--- src/rtl/calc2_req_issuer_if.sv ---
// Operation, CALC2 request/response and report signals of one CALC2 request port.
// slave = the issuer's view, master = the requester/CALC2 environment's view.
interface calc2_req_issuer_if #(
  parameter int DATA_W = 32
);
  logic              op_valid;
  logic              op_ready;
  logic [3:0]        op_cmd;
  logic [DATA_W-1:0] op_d1;
  logic [DATA_W-1:0] op_d2;
  logic [3:0]        req_cmd_out;
  logic [1:0]        req_tag_out;
  logic [DATA_W-1:0] req_data_out;
  logic [1:0]        out_resp;
  logic [1:0]        out_tag;
  logic [DATA_W-1:0] out_data;
  logic              rsp_valid;
  logic [1:0]        rsp_tag;
  logic [1:0]        rsp_resp;
  logic [DATA_W-1:0] rsp_data;
  logic              rsp_timeout;
  logic              rsp_spurious;
  logic [3:0]        busy_tags;

  modport slave (
    input  op_valid, op_cmd, op_d1, op_d2, out_resp, out_tag, out_data,
    output op_ready, req_cmd_out, req_tag_out, req_data_out,
           rsp_valid, rsp_tag, rsp_resp, rsp_data, rsp_timeout, rsp_spurious, busy_tags
  );

  modport master (
    output op_valid, op_cmd, op_d1, op_d2, out_resp, out_tag, out_data,
    input  op_ready, req_cmd_out, req_tag_out, req_data_out,
           rsp_valid, rsp_tag, rsp_resp, rsp_data, rsp_timeout, rsp_spurious, busy_tags
  );
endinterface

--- src/rtl/calc2_req_issuer.sv ---
// Serialises tagged operations onto the CALC2 two-cycle request protocol and
// reports matching responses or per-tag timeouts, one report per cycle.
module calc2_req_issuer #(
  parameter int TIMEOUT = 64,
  parameter int DATA_W  = 32
) (
  input logic            c_clk,
  input logic            reset,
  calc2_req_issuer_if.slave bus
);

  localparam int            CW  = $clog2(TIMEOUT + 1);
  localparam logic [CW-1:0] TMO = CW'(TIMEOUT);

  localparam logic [1:0] IDLE = 2'd0;
  localparam logic [1:0] OP1  = 2'd1;
  localparam logic [1:0] OP2  = 2'd2;

  logic [1:0]        state;
  logic [3:0]        busy;
  logic [CW-1:0]     cnt [4];
  logic [DATA_W-1:0] d2_p0;

  logic       ready;
  logic       accept;
  logic       cap;
  logic       spur;
  logic       tmo_hit;
  logic [1:0] alloc_tag;
  logic [1:0] tmo_tag;
  logic [3:0] expired;

  function automatic logic [CW-1:0] sat_inc(input logic [CW-1:0] v);
    return (v >= TMO) ? TMO : v + 1'b1;
  endfunction

  always_comb begin
    ready     = ((state == IDLE) || (state == OP2)) && (busy != 4'hf);
    accept    = bus.op_valid && ready;
    alloc_tag = 2'd0;
    for (int i = 3; i >= 0; i--) begin
      if (!busy[i]) alloc_tag = 2'(i);
    end
    cap  = (bus.out_resp != 2'd0) && busy[bus.out_tag];
    spur = (bus.out_resp != 2'd0) && !busy[bus.out_tag];
    // A real response always wins the report slot; expired tags wait saturated.
    tmo_tag = 2'd0;
    for (int i = 3; i >= 0; i--) begin
      expired[i] = busy[i] && (cnt[i] == TMO);
      if (expired[i]) tmo_tag = 2'(i);
    end
    tmo_hit = !cap && (expired != 4'd0);
  end

  assign bus.op_ready  = ready;
  assign bus.busy_tags = busy;

  // Issue stage: OP1 carries cmd/tag/d1, OP2 carries d2 held from the accept.
  always_ff @(posedge c_clk or posedge reset) begin
    if (reset) begin
      state            <= IDLE;
      bus.req_cmd_out  <= 4'd0;
      bus.req_tag_out  <= 2'd0;
      bus.req_data_out <= '0;
      d2_p0            <= '0;
    end else if (accept) begin
      state            <= OP1;
      bus.req_cmd_out  <= bus.op_cmd;
      bus.req_tag_out  <= alloc_tag;
      bus.req_data_out <= bus.op_d1;
      d2_p0            <= bus.op_d2;
    end else if (state == OP1) begin
      state            <= OP2;
      bus.req_cmd_out  <= 4'd0;
      bus.req_tag_out  <= 2'd0;
      bus.req_data_out <= d2_p0;
    end else begin
      state            <= IDLE;
      bus.req_cmd_out  <= 4'd0;
      bus.req_tag_out  <= 2'd0;
      bus.req_data_out <= '0;
    end
  end

  // Tag tracking: the allocated tag is always clear, so it never collides with a freed one.
  always_ff @(posedge c_clk or posedge reset) begin
    if (reset) begin
      busy <= 4'd0;
      for (int i = 0; i < 4; i++) cnt[i] <= '0;
    end else begin
      for (int i = 0; i < 4; i++) begin
        if (accept && (alloc_tag == 2'(i))) begin
          busy[i] <= 1'b1;
          cnt[i]  <= CW'(1);
        end else if ((cap && (bus.out_tag == 2'(i))) || (tmo_hit && (tmo_tag == 2'(i)))) begin
          busy[i] <= 1'b0;
          cnt[i]  <= '0;
        end else if (busy[i]) begin
          cnt[i]  <= sat_inc(cnt[i]);
        end
      end
    end
  end

  // Report stage: tag/resp/data hold between reports; valid/timeout/spurious pulse.
  always_ff @(posedge c_clk or posedge reset) begin
    if (reset) begin
      bus.rsp_valid    <= 1'b0;
      bus.rsp_tag      <= 2'd0;
      bus.rsp_resp     <= 2'd0;
      bus.rsp_data     <= '0;
      bus.rsp_timeout  <= 1'b0;
      bus.rsp_spurious <= 1'b0;
    end else begin
      bus.rsp_spurious <= spur;
      if (cap) begin
        bus.rsp_valid   <= 1'b1;
        bus.rsp_tag     <= bus.out_tag;
        bus.rsp_resp    <= bus.out_resp;
        bus.rsp_data    <= bus.out_data;
        bus.rsp_timeout <= 1'b0;
      end else if (tmo_hit) begin
        bus.rsp_valid   <= 1'b1;
        bus.rsp_tag     <= tmo_tag;
        bus.rsp_resp    <= 2'd0;
        bus.rsp_data    <= '0;
        bus.rsp_timeout <= 1'b1;
      end else begin
        bus.rsp_valid   <= 1'b0;
        bus.rsp_timeout <= 1'b0;
      end
    end
  end

endmodule

--- src/flat_wrapper.sv ---
// flat-port wrapper written by rule: the top's interface ports become plain ports
module calc2_req_issuer_flat 
#(
  parameter int TIMEOUT = 64,
  parameter int DATA_W  = 32
)
  (c_clk, reset, bus_op_valid, bus_op_cmd, bus_op_d1, bus_op_d2, bus_out_resp, bus_out_tag, bus_out_data, bus_op_ready, bus_req_cmd_out, bus_req_tag_out, bus_req_data_out, bus_rsp_valid, bus_rsp_tag, bus_rsp_resp, bus_rsp_data, bus_rsp_timeout, bus_rsp_spurious, bus_busy_tags);
  calc2_req_issuer_if #(.DATA_W(DATA_W)) bus_i ();
  input logic c_clk;
  input logic reset;
  input wire logic [$bits(bus_i.op_valid)-1:0] bus_op_valid;
  input wire logic [$bits(bus_i.op_cmd)-1:0] bus_op_cmd;
  input wire logic [$bits(bus_i.op_d1)-1:0] bus_op_d1;
  input wire logic [$bits(bus_i.op_d2)-1:0] bus_op_d2;
  input wire logic [$bits(bus_i.out_resp)-1:0] bus_out_resp;
  input wire logic [$bits(bus_i.out_tag)-1:0] bus_out_tag;
  input wire logic [$bits(bus_i.out_data)-1:0] bus_out_data;
  output wire logic [$bits(bus_i.op_ready)-1:0] bus_op_ready;
  output wire logic [$bits(bus_i.req_cmd_out)-1:0] bus_req_cmd_out;
  output wire logic [$bits(bus_i.req_tag_out)-1:0] bus_req_tag_out;
  output wire logic [$bits(bus_i.req_data_out)-1:0] bus_req_data_out;
  output wire logic [$bits(bus_i.rsp_valid)-1:0] bus_rsp_valid;
  output wire logic [$bits(bus_i.rsp_tag)-1:0] bus_rsp_tag;
  output wire logic [$bits(bus_i.rsp_resp)-1:0] bus_rsp_resp;
  output wire logic [$bits(bus_i.rsp_data)-1:0] bus_rsp_data;
  output wire logic [$bits(bus_i.rsp_timeout)-1:0] bus_rsp_timeout;
  output wire logic [$bits(bus_i.rsp_spurious)-1:0] bus_rsp_spurious;
  output wire logic [$bits(bus_i.busy_tags)-1:0] bus_busy_tags;
  assign bus_i.op_valid = bus_op_valid;
  assign bus_i.op_cmd = bus_op_cmd;
  assign bus_i.op_d1 = bus_op_d1;
  assign bus_i.op_d2 = bus_op_d2;
  assign bus_i.out_resp = bus_out_resp;
  assign bus_i.out_tag = bus_out_tag;
  assign bus_i.out_data = bus_out_data;
  assign bus_op_ready = bus_i.op_ready;
  assign bus_req_cmd_out = bus_i.req_cmd_out;
  assign bus_req_tag_out = bus_i.req_tag_out;
  assign bus_req_data_out = bus_i.req_data_out;
  assign bus_rsp_valid = bus_i.rsp_valid;
  assign bus_rsp_tag = bus_i.rsp_tag;
  assign bus_rsp_resp = bus_i.rsp_resp;
  assign bus_rsp_data = bus_i.rsp_data;
  assign bus_rsp_timeout = bus_i.rsp_timeout;
  assign bus_rsp_spurious = bus_i.rsp_spurious;
  assign bus_busy_tags = bus_i.busy_tags;
  calc2_req_issuer #(.TIMEOUT(TIMEOUT), .DATA_W(DATA_W)) u_core (.c_clk(c_clk), .reset(reset), .bus(bus_i));
endmodule
--- config.mk ---
export PLATFORM = sky130hd
export DESIGN_NAME = calc2_req_issuer_flat
export DESIGN_NICKNAME = d
export VERILOG_FILES = /design/src/rtl/calc2_req_issuer_if.sv /design/src/rtl/calc2_req_issuer.sv /design/src/flat_wrapper.sv
export SDC_FILE = /design/constraint.sdc
export NUM_CORES = 1
export LEC_CHECK = 0
export ABC_AREA = 1
export CORE_UTILIZATION = 35
export CTS_CLUSTER_SIZE = 24
export DETAILED_ROUTE_END_ITERATION = 7
export SLEW_MARGIN = 10
export SYNTH_ARGS = -nofsm -noshare
export SYNTH_HDL_FRONTEND = slang
export SYNTH_SLANG_ARGS = --single-unit
--- constraint.sdc ---
create_clock -name c_clk -period 5.4 [get_ports c_clk]
set_clock_uncertainty 0.15 [all_clocks]
set_input_delay 1.35 -clock c_clk [delete_from_list [all_inputs] [get_ports c_clk]]
set_output_delay 1.35 -clock c_clk [all_outputs]
set_load 0.05 [all_outputs]
Yosys cells after proc, flatten, opt, wreduce, memory -nomap -nowiden
Index checks and enable logic that the tools add are counted.
Widths: inputs -> output; s select.
{ "word_totals": {"ff_bits": 143, "in_bits": 107, "out_inout_bits": 82, "elab_cells": 136} }
{ "op_classes": {"order_cmp": 5, "eq_ne": 16, "reduce_logical": 43, "n_mux": 49, "add_sub_neg": 4} }
{ "ops": {"columns": ["cell", "n"], "rows": [
  ["$mux 32", 4],
  ["$mux 7", 16],
  ["$mux 2", 15],
  ["$add 7x1->7 const B", 4],
  ["$eq 7x7->1 const B", 4],
  ["$ge 7x7->1 const B", 4],
  ["$logic_and 1x1->1", 21],
  ["$eq 2x2->1 const B", 7],
  ["$mux 1", 12],
  ["$reduce_bool 2->1", 6],
  ["$reduce_bool 3->1", 4],
  ["$eq 2x1->1 const B", 4],
  ["$logic_not 2->1", 4],
  ["$logic_or 1x1->1", 5],
  ["$mux 4", 1],
  ["$ne 4x4->1 const B", 1],
  ["$reduce_bool 4->1", 1],
  ["$lt 2x3->1 const B", 1],
  ["$bmux 1 s2", 1],
  ["$logic_not 1->1", 2]
]} }

Longest topological paths before layout
Gate-level depths: netlist of the first run.
{ "logic_depth": {"depth_word": 11, "mapped_depth": 14, "ltp_nobuf": 13} }

Worst setup path before layout of the first run
No wires, ideal clock.
{ "synth_timing": {"path_type": "register to output", "startpoint": "register u_core.busy[3] (netlist: u_core.bus.busy_tags[3])", "endpoint": "output bus_op_ready", "required_time_ns": 3.900, "path_buffers": 1, "path_slack_ns": 2.197, "t_arrival_ns": 1.703, "path_stages_with_launch": 5, "path_cell_list": "dfrtp_1 -> buf_4 -> nand2_1 -> inv_2 -> a31oi_1"} }
{ "synth_via": {"elab_chain_len": 2} }
{ "synth_rtl": {"columns": ["element", "line", "source"], "rows": [
  ["start: declaration", "calc2_req_issuer.sv:20", "logic [3:0] busy;"],
  ["start signal: assignment", "calc2_req_issuer.sv:88", "busy <= 4'd0;"],
  ["start signal: indexed assignment", "calc2_req_issuer.sv:93", "busy[i] <= 1'b1;"],
  ["start signal: indexed assignment", "calc2_req_issuer.sv:96", "busy[i] <= 1'b0;"],
  ["$ne 4x4->1", "calc2_req_issuer.sv:38", "ready = ((state == IDLE) || (state == OP2)) && (busy != 4'hf);"],
  ["$logic_and 1x1->1", "calc2_req_issuer.sv:38", null],
  ["end: declaration", "flat_wrapper.sv:18", "output wire logic [$bits(bus_i.op_ready)-1:0] bus_op_ready;"]
]} }
Every way passes these cells.

Worst setup path after layout of the first run
Ends and elaborated chain as after synthesis.

==> results.sh, run 1 <==
export IMPL_outcome="finished, final reports clean"
export IMPL_cp_max_fo=10
export IMPL_num_rows=48
export IMPL_synth_cells=752
export IMPL_first_pass_iters=5
export IMPL_clkLatencyLatePin_ps=420
export IMPL_num_antenna_cells=0
export IMPL_clock_root_buffer="clkbuf_16"
export IMPL_via_per_inst=4.60
export IMPL_synthMuxAreaShare_pct=0
export IMPL_fp_dieH_microns=137
export IMPL_rrSetupSlack_ps=2630
export IMPL_power_mw=4.61
export IMPL_rsz0062_at_grt="no"
export IMPL_dpl_hpwl_mm=10.9
export IMPL_grt_max_degree=96
export IMPL_max_freq_ghz=0.276
export IMPL_tritoncts="yes"
export IMPL_synth_area_leaders="dfrtp_1, nand2_1, o21ai_0"
export IMPL_synth_simple_gate_area_share_pct=24.9
export IMPL_drive_above_1_share_pct=6.89
export IMPL_period_minus_slack_ps=3620
export IMPL_synth_xor_area_share_pct=0.138
export IMPL_finalWirelength_mm=15.9
export IMPL_synth_fp_nets=867
export IMPL_path_clk_slew_ps=60
export IMPL_initial_core_util_pct=36.3
export IMPL_antenna_found_initial=0
export IMPL_fin_util_pct=51.1
export IMPL_antenna_left=0
export IMPL_timing_final_ws_setup_ps=1780
export IMPL_track_usage_pct=17.9
export IMPL_grt_pass1_wl_mm=26.0
export IMPL_yosysTopAreaCell="dfrtp_1"
export IMPL_postCtsHoldBufs=0
export IMPL_yosysUniqueCellTypes=30
export IMPL_hold_violations=0
export IMPL_synth_compound_area_share_pct=9.02
export IMPL_critPathCapture="bus_op_ready"
export IMPL_clock_path_buffers=2
export IMPL_place_worst_setup_slack_ps=1580
export IMPL_syn_cell_area_sq_um=6370
export IMPL_worstReg2RegStart="u_core.bus.busy_tags[3]$_DFFE_PP0P_"
export IMPL_cts_resized_gates=0
export IMPL_grt_pass1_vias=5157
export IMPL_leakage_nw=4.22
export IMPL_avgSynthCellArea_sq_um=8.47
export IMPL_drt_initial_drc_count=309
export IMPL_crit_arrival_ps=2120
export IMPL_area_delta_synth_final_pct=40.8
export IMPL_start_kind="flop"
export IMPL_cap_violations=0
export IMPL_synth_top_family_by_area="simple AND/OR/NAND/NOR gates"
export IMPL_cp_startpoint="u_core.bus.busy_tags[3]$_DFFE_PP0P_"
export IMPL_cts_htree_levels=4
export IMPL_cellPowerDensity_nw_per_um2=514
export IMPL_synth_top_area_share_pct=56.2
export IMPL_synthAdderAreaFrac_pct=1.57
export IMPL_nets=1046
export IMPL_grt_ovfl_total=0
export IMPL_portBuffers=188
export IMPL_numCtsBuffers=17
export IMPL_synth_seq_cells=143
export IMPL_io_pins=189
export IMPL_routabilityCongestion=0.787
export IMPL_via_count=5370
export IMPL_worstSetupEndpointType="output port"
export IMPL_final_max_slew_violation_count=0
export IMPL_wl_per_cell_microns=13.6
export IMPL_placed_cells=1137
export IMPL_setup_viol=0
export IMPL_slew_headroom_pct=37.2
export IMPL_drc=0
export IMPL_path_class="reg2out"
export IMPL_dieArea_sq_um=18700
export IMPL_clock_sinks=143
export IMPL_required_ps=3900
export IMPL_stdcell_count=1168
export IMPL_ir_drop_mv=0.475
export IMPL_fin_setup_tns_ps=0
export IMPL_ys_seq_area_share_pct=56.2
export IMPL_fin_crit_sh_pct=67.1
export IMPL_die_x_microns=137
export IMPL_post_cts_buffers=0
export IMPL_worst_slew_pin_slew_ps=940
export IMPL_r2r_end="u_core.cnt[9]$_DFFE_PP0P_"
export IMPL_r2r_cells=10
export IMPL_synth_warnings=0
export IMPL_coreArea_sq_um=17500
export IMPL_hp_class="reg2reg"
-- layout by cell type, fill, tap and decap left out, types with 2 or more instances in the layout --
master and count:
nand3_1 62, inv_6 4, nor3_2 5, inv_2 11, nand4_1 17, nor2_1 35, inv_1 78, clkinv_2 3
o21ai_0 75, buf_4 5, a21oi_1 16, clkinvlp_4 3, ha_1 8, dfrtp_1 143, clkdlybuf4s50_1 188, clkinv_4 2
nand2_1 228, nor4_1 2, nand2_2 3, nor2_2 4, a31oi_1 3, clkbuf_16 17, o22ai_1 2, o21a_1 2
nor3_1 8, o21ai_1 8
-- cells by family (layout without fill, tap and decap cells) --
family / count (synthesis) / count (layout)
fa+ha+maj: 8 / 8
buf+inv: 124 / 315
simple gates: 367 / 367
flops: 143 / 143
xor+xnor: 1 / 1
compound gates: 109 / 109
-- cells in the mapped netlist, drive strengths merged --
cell type,instances
o21ai,83
o22ai,2
nand2,231
xnor2,1
dfrtp,143
buf,24
a21oi,18
nand3,63
nand4,17
o21a,2
nor2,40
inv,90
clkbuf,10
nor3,14
ha,8
a31oi,3
nor4,2
o31ai,1
-- critical path, stage by stage, from the launching register on --
cell	delay (ps)
dfrtp_1	520
nand2_1	160
inv_2	70
a31oi_1	130
clkdlybuf4s50_1	820
-- metal layers --
layer  share of wire [%]  vias to the layer above  global-route usage, %  routed length, microns
met1                  45                     2442                   22.8                    7200
li1                    -                     2748                      -                       -
met4                0.69                        0                   4.03                     110
met5                   0                        -                      0                       0
met3                  11                        8                   8.96                    1750
met2                  43                      172                   27.2                    6820
-- power by group --
group	internal (mW)	leakage, nW	switching (mW)
clock	0.646	0.266	0.464
combinational	0.643	2.12	1.30
sequential	1.37	1.83	0.193
-- through the flow --
step | cell area (sq um) | hold WS, ps
after floorplan | 6370 | 239
after CTS | 8970 | 264
after global placement | 8410 | 249
final | 8970 | 259
after detailed placement | 8410 | 254
after global routing | 8970 | 300
-- cell type report --
| type | instances | area, sq um |
|---|---|---|
| Fill cell | 1656 | 8570 |
| Sequential cell | 143 | 3580 |
| Multi-Input combinational cell | 485 | 2270 |
| Timing Repair Buffer | 194 | 1940 |
| Clock buffer | 19 | 443 |
| Inverter | 90 | 343 |
| Tap cell | 225 | 282 |
| Clock inverter | 12 | 111 |
-- sequential cells by signal, summed over array words and instances, names as in the netlist, 2 cells and up --
name and flops:
u_core.bus.rsp_tag 2, u_core.bus.rsp_resp 2, u_core.cnt 28, u_core.bus.req_data_out 32
u_core.bus.req_tag_out 2, u_core.state 2, u_core.d2_p0 32, u_core.bus.busy_tags 4
u_core.bus.req_cmd_out 4, u_core.bus.rsp_data 32
-- worst min path at each step --
| stage | startpoint | to | slack (ps) | cells past startpoint |
|---|---|---|---|---|
| global route | u_core.state[1]$_DFF_PP0_ | u_core.state[1]$_DFF_PP0_ | 300 | 1 |
| global placement | u_core.state[1]$_DFF_PP0_ | u_core.state[1]$_DFF_PP0_ | 250 | 1 |
| finish | u_core.state[1]$_DFF_PP0_ | u_core.state[1]$_DFF_PP0_ | 260 | 1 |
| detailed placement | u_core.state[1]$_DFF_PP0_ | u_core.state[1]$_DFF_PP0_ | 250 | 1 |
| CTS | u_core.state[1]$_DFF_PP0_ | u_core.state[1]$_DFF_PP0_ | 260 | 1 |
| floorplan | u_core.state[1]$_DFF_PP0_ | u_core.state[1]$_DFF_PP0_ | 240 | 1 |
Note: power is estimated with default switching activity, not from simulation.
==> run 2: changes to the inputs <==
clock period = 3.25 ns   (was 5.4 ns; I/O delays follow)
==> run 2 against run 1 <==
  * Count of clock-buffer cells in the layout unchanged
  * Die area unchanged
  * Critical endpoint unchanged
  * Via count up 2.3%
  * Sequential cell count unchanged
  * Highest routed layer unchanged
==> results.sh, run 2 (synthesis gave the netlist of run 1 again) <==
export IMPL_outcome="finished, final reports clean"
export IMPL_hold_violations=0
export IMPL_cp_num_cells=2
export IMPL_area_delta_synth_final_pct=43.1
export IMPL_critPathMaxStageDelay_ps=830
export IMPL_crit_chain="a31oi_1 > clkdlybuf4s50_1"
export IMPL_path_buf_inv=1
export IMPL_place_worst_setup_slack_ps=218
export IMPL_fin_setup_tns_ps=0
export IMPL_post_cts_buffers=0
export IMPL_antenna_found_initial=0
export IMPL_p_clk_share_pct=26.1
export IMPL_first_pass_iters=6
export IMPL_min_path_cells=1
export IMPL_via_per_inst=4.68
export IMPL_routabilityCongestion=0.792
export IMPL_power_mw=7.92
export IMPL_placed_cells=1143
export IMPL_path_clk_slew_ps=60
export IMPL_io_pins=189
export IMPL_required_ps=2290
export IMPL_die_x_microns=137
export IMPL_grt_max_degree=95
export IMPL_numCtsBuffers=17
export IMPL_sw_frac_of_total_pct=41.5
export IMPL_final_max_slew_violation_count=0
export IMPL_cts_htree_levels=4
export IMPL_clock_root_buffer="clkbuf_16"
export IMPL_track_usage_pct=18.0
export IMPL_crit_family="buffers and inverters"
export IMPL_slew_headroom_pct=60.7
export IMPL_hp_class="reg2reg"
export IMPL_nFillCells=1665
export IMPL_num_antenna_cells=0
export IMPL_ir_drop_mv=0.614
export IMPL_grt_pass1_vias=5297
export IMPL_finalWirelength_mm=15.9
export IMPL_drc=0
export IMPL_dpl_cell_area_sq_um=8480
export IMPL_clkLatencyLatePin_ps=420
export IMPL_period_minus_slack_ps=2970
export IMPL_hold_start="u_core.state[1]$_DFF_PP0_"
export IMPL_coreArea_sq_um=17500
export IMPL_worst_slew_pin_slew_ps=589
export IMPL_worstReg2RegStart="u_core.bus.busy_tags[1]$_DFFE_PP0P_"
export IMPL_crit_path_top_delay_cell="clkdlybuf4s50_1"
export IMPL_p_int_mw=4.64
export IMPL_power_share_sequential_pct=32.3
export IMPL_start_kind="flop"
export IMPL_p_sw_mw=3.29
export IMPL_dieArea_sq_um=18700
export IMPL_path_class="reg2out"
export IMPL_grt_pass1_wl_mm=26.0
export IMPL_reg_largest_list="u_core.bus.req_data_out: 32 flops, u_core.bus.rsp_data: 32 flops, u_core.d2_p0: 32 flops"
export IMPL_drive_above_1_share_pct=7.68
export IMPL_crit_arrival_ps=2010
export IMPL_clock_sinks=143
export IMPL_antenna_left=0
export IMPL_most_common_layout_cells="nand2_1, clkdlybuf4s50_1, dfrtp_1"
export IMPL_fin_crit_sh_pct=91.5
export IMPL_timing_final_ws_setup_ps=278
export IMPL_rsz0062_at_grt="no"
export IMPL_setup_viol=0
export IMPL_dpl_hpwl_mm=10.9
export IMPL_r2r_cells=11
export IMPL_stdcell_count=1175
export IMPL_nets=1052
export IMPL_wl_per_cell_microns=13.5
export IMPL_worstSetupEndpointType="output port"
export IMPL_worstHoldEndpoint="u_core.state[1]$_DFF_PP0_"
export IMPL_clock_path_buffers=2
export IMPL_final_common_cell="nand2_1"
export IMPL_initial_core_util_pct=36.3
export IMPL_cts_resized_gates=0
export IMPL_rrSetupSlack_ps=1010
export IMPL_combPwrFrac_pct=41.6
export IMPL_portBuffers=188
export IMPL_grt_ovfl_total=0
export IMPL_final_cell_area_sq_um=9110
export IMPL_postCtsHoldBufs=0
export IMPL_via_count=5495
export IMPL_leakage_nw=4.28
export IMPL_tritoncts="yes"
export IMPL_max_freq_ghz=0.336
export IMPL_drt_initial_drc_count=243
export IMPL_num_rows=48
export IMPL_r2r_end="u_core.cnt[5]$_DFFE_PP0P_"
export IMPL_fp_dieH_microns=137
export IMPL_cap_violations=0
export IMPL_cellPowerDensity_nw_per_um2=869
export IMPL_cp_max_fo=9
-- run 2: cell types whose count changed in the layout (fill, tap and decap cells not counted) --
cell / before / now
inv_8: 0 / 1
buf_4: 5 / 9
clkbuf_8: 1 / 2
buf_12: 1 / 3
clkbuf_1: 1 / 0
clkinv_2: 3 / 0
bufinv_16: 1 / 3
clkinvlp_4: 3 / 4
-- run 2: layer usage --
metal	up-vias	track usage [%]	share of wire (%)
met3	17	7.81	11
li1	2765	-	-
met2	190	26.8	43
met5	-	0	0
met1	2523	23.2	45
met4	0	6.59	1.3
-- run 2: final cells by class --
class / count / area (sq um) / share of cell area (%)
clock buffer: 19 / 453 / 4.97
clock inverter: 13 / 176 / 1.94
inverter: 90 / 342 / 3.75
multi-input combinational: 485 / 2270 / 24.9
sequential: 143 / 3580 / 39.3
tap: 225 / 282 / 3.09
timing repair buffer: 200 / 2010 / 22.1
-- run 2: power groups by stage --
stage / logic, mW / clock network, mW / registers (mW)
after floorplan: 1.10 / 0 / 3.68
after global placement: 3.30 / 0 / 2.58
after detailed placement: 3.32 / 0 / 2.59
after CTS: 3.33 / 2.12 / 2.56
after global routing: 3.58 / 2.20 / 2.62
final: 3.29 / 2.07 / 2.56
-- run 2: through the flow --
| step | hold slack, ps | utilization, % |
|---|---|---|
| finish | 260 | 52.0 |
| global route | 285 | 52.0 |
| CTS | 262 | 52.0 |
| detailed placement | 254 | 48.4 |
| global placement | 252 | 48.4 |
| floorplan | 239 | - |
-- run 2: worst max path at each step --
stage	start	to	slack (ps)
3_5_place_dp	bus_out_tag[0]	u_core.cnt[1]$_DFFE_PP0P_	220
2_1_floorplan	reset	u_core.bus.busy_tags[0]$_DFFE_PP0P_	500
4_1_cts	u_core.bus.busy_tags[0]$_DFFE_PP0P_	bus_op_ready	250
3_3_place_gp	bus_out_tag[0]	u_core.bus.rsp_tag[0]$_DFFE_PP0P_	300
6_report	u_core.bus.busy_tags[0]$_DFFE_PP0P_	bus_op_ready	280
5_1_grt	u_core.bus.busy_tags[0]$_DFFE_PP0P_	bus_op_ready	210
-- run 2: worst register-to-register path, cell delays in order (launching register included) --
cell and delay (ps):
dfrtp_1 490, buf_4 230, nand2_1 60, inv_1 50
nand2_1 50, nor2_1 250, nor2_1 110, nand3_1 110
nor2_2 50, nor2_2 380, nand4_1 160, nand2_1 100
==> run 3: changes to the inputs <==
ABC_AREA = default   (was 1)
CORE_UTILIZATION = 42   (was 35)
PLACE_DENSITY = 0.76   (was default)
==> run 3 against run 2 <==
  * Synthesized area is 4.5% lower
  * Critical path depth rose by 2
  * Combinational power is 7.3% lower
  * Sequential cell count unchanged
  * Global-route usage grew 2.6 points
  * Clock power decreased by 4%
  * Synthesized cell count decreased by 37%
  * First-iteration DRC count is 23% lower
  * Core utilization up 11 points
  * Critical path type unchanged
==> results.sh, run 3 <==
export IMPL_outcome="finished, final reports clean"
export IMPL_fp_dieH_microns=122
export IMPL_ys_seq_area_share_pct=58.8
export IMPL_fin_util_pct=62.6
export IMPL_synth_seq_cells=143
export IMPL_path_buf_inv=2
export IMPL_avgSynthCellArea_sq_um=12.8
export IMPL_routabilityCongestion=0.784
export IMPL_clkLatencyLatePin_ps=420
export IMPL_dieArea_sq_um=15000
export IMPL_drt_initial_drc_count=187
export IMPL_most_common_layout_cells="clkdlybuf4s50_1, dfrtp_1, a22o_1, a32o_1, mux2_2"
export IMPL_initial_core_util_pct=43.5
export IMPL_antenna_found_initial=0
export IMPL_synth_cells=476
export IMPL_synth_fp_nets=591
export IMPL_r2r_cells=4
export IMPL_crit_chain="clkinv_1 > nor3_2 > nor2_1 > buf_4"
export IMPL_num_antenna_cells=0
export IMPL_grt_max_degree=70
export IMPL_first_pass_iters=4
export IMPL_path_class="reg2out"
export IMPL_grt_ovfl_total=0
export IMPL_slew_headroom_pct=50.2
export IMPL_postCtsHoldBufs=0
export IMPL_leakage_nw=3.74
export IMPL_crit_arrival_ps=2070
export IMPL_synthFlopType="dfrtp_1"
export IMPL_crit_path_top_delay_cell="dfrtp_1"
export IMPL_async_flop_share_pct=100
export IMPL_cap_violations=0
export IMPL_start_kind="flop"
export IMPL_grt_pass1_wl_mm=23.6
export IMPL_cp_startpoint="u_core.bus.busy_tags[2]$_DFFE_PP0P_"
export IMPL_rsz0062_at_grt="no"
export IMPL_final_common_cell="clkdlybuf4s50_1"
export IMPL_crit_family="flip-flops"
export IMPL_drc=0
export IMPL_hp_class="reg2reg"
export IMPL_coreArea_sq_um=14000
export IMPL_hold_violations=0
export IMPL_required_ps=2290
export IMPL_reg_largest_list="u_core.bus.req_data_out: 32 flops, u_core.bus.rsp_data: 32 flops, u_core.d2_p0: 32 flops"
export IMPL_cellPowerDensity_nw_per_um2=882
export IMPL_die_x_microns=122
export IMPL_rrSetupSlack_ps=940
export IMPL_worst_slew_pin_slew_ps=745
export IMPL_yosysMostFrequentCell="dfrtp_1"
export IMPL_portBuffers=188
export IMPL_tritoncts="yes"
export IMPL_ir_drop_mv=0.381
export IMPL_clock_sinks=143
export IMPL_syn_cell_area_sq_um=6080
export IMPL_wl_per_cell_microns=17.4
export IMPL_worstSetupEndpointType="output port"
export IMPL_synthTopCellsByCount="dfrtp_1, a22o_1, a32o_1"
export IMPL_clock_root_buffer="clkbuf_16"
export IMPL_final_max_slew_violation_count=0
export IMPL_max_freq_ghz=0.330
export IMPL_worstReg2RegStart="u_core.bus.busy_tags[2]$_DFFE_PP0P_"
export IMPL_num_rows=43
export IMPL_synth_edf_count=0
export IMPL_grt_pass1_vias=4818
export IMPL_fin_crit_sh_pct=93.3
export IMPL_via_per_inst=5.50
export IMPL_synth_area_leaders="dfrtp_1, mux2_2, a32o_1"
export IMPL_yosysTopAreaCell="dfrtp_1"
export IMPL_path_clk_slew_ps=60
export IMPL_drive_above_1_share_pct=13.7
export IMPL_io_pins=189
export IMPL_cp_num_cells=4
export IMPL_period_minus_slack_ps=3030
export IMPL_cp_max_fo=13
export IMPL_via_count=4719
export IMPL_post_cts_buffers=0
export IMPL_dpl_hpwl_mm=10.5
export IMPL_cts_resized_gates=0
export IMPL_yosysUniqueCellTypes=59
export IMPL_cts_htree_levels=4
export IMPL_final_cell_area_sq_um=8750
export IMPL_clock_path_buffers=2
export IMPL_critPathCapture="bus_op_ready"
export IMPL_numCtsBuffers=17
export IMPL_synth_top_area_share_pct=58.8
export IMPL_area_delta_synth_final_pct=43.8
export IMPL_setup_viol=0
export IMPL_nets=780
export IMPL_antenna_left=0
export IMPL_dpl_cell_area_sq_um=8140
export IMPL_fin_setup_tns_ps=0
export IMPL_critPathMaxStageDelay_ps=630
export IMPL_track_usage_pct=20.6
export IMPL_finalWirelength_mm=14.9
export IMPL_r2r_end="u_core.bus.rsp_data[7]$_DFFE_PP0P_"
export IMPL_synth_warnings=0
export IMPL_power_mw=7.71
-- run 3: cell types whose count changed in the layout (fill, tap and decap cells not counted), moves of 7 or more --
cell | before | now
nand2_1 | 228 | 17
inv_1 | 78 | 14
o21ai_0 | 75 | 12
nand3_1 | 62 | 12
a22o_1 | 0 | 34
a32o_1 | 0 | 34
mux2_2 | 0 | 32
nor2_1 | 35 | 16
nand4_1 | 17 | 2
inv_2 | 11 | 0
nand2b_1 | 0 | 8
o21ai_1 | 8 | 1
-- run 3: stage by stage --
stage                     cells  setup slack [ps]  hold slack (ps)
after detailed placement    826               242              325
after CTS                   858               208              340
final                       858               219              337
after global routing        858              93.6              353
after global placement      826               362              321
after floorplan             476               496              312
-- run 3: cells by family (layout without fill, tap and decap cells) --
kind of cell | Yosys count | after routing | synth area share (%)
and+or+nand+nor | 102 | 102 | 9.81
DFF | 143 | 143 | 58.8
muxes | 39 | 39 | 7.20
AOI/OAI and AO/OA | 135 | 135 | 18.0
xor gates and xnor gates | 1 | 1 | 0.144
adders and majority gates | 8 | 8 | 1.65
buffers and inverters | 48 | 250 | 4.44
-- run 3: how the worst min path moves through the flow --
stage                     slack [ps]                                    end  cells after the start                    startpoint
after detailed placement         330  u_core.bus.req_data_out[17]$_DFF_PP0_                      1  u_core.d2_p0[17]$_DFFE_PP0P_
after global placement           320   u_core.bus.req_data_out[1]$_DFF_PP0_                      1   u_core.d2_p0[1]$_DFFE_PP0P_
after global routing             350  u_core.bus.req_data_out[26]$_DFF_PP0_                      1  u_core.d2_p0[26]$_DFFE_PP0P_
final                            340  u_core.bus.req_data_out[17]$_DFF_PP0_                      1  u_core.d2_p0[17]$_DFFE_PP0P_
after floorplan                  310  u_core.bus.req_data_out[26]$_DFF_PP0_                      1  u_core.d2_p0[26]$_DFFE_PP0P_
after CTS                        340  u_core.bus.req_data_out[17]$_DFF_PP0_                      1  u_core.d2_p0[17]$_DFFE_PP0P_
-- run 3: per-layer routing --
metal  track usage, %  wire, microns  vias up
met4             7.01            167        0
met1             23.4           5830     2363
li1                 -              -     2175
met2             34.2           7540      168
met3             9.34           1350       13
met5                0              0        -
-- run 3: final cells by class --
| class | instances | area, sq um |
|---|---|---|
| Inverter | 17 | 67.6 |
| Clock buffer | 20 | 447 |
| Clock inverter | 12 | 159 |
| Tap cell | 180 | 225 |
| Timing Repair Buffer | 201 | 2030 |
| Sequential cell | 143 | 3580 |
| Multi-Input combinational cell | 285 | 2250 |
| Fill cell | 1090 | 5240 |
-- run 3: where the power goes --
| group | switching (mW) | internal (mW) | leakage, nW | total (mW) |
|---|---|---|---|---|
| sequential | 0.414 | 2.27 | 1.75 | 2.68 |
| clock | 0.746 | 1.23 | 0.291 | 1.98 |
| combinational | 1.84 | 1.22 | 1.70 | 3.05 |
| total | 3.00 | 4.72 | 3.74 | 7.71 |
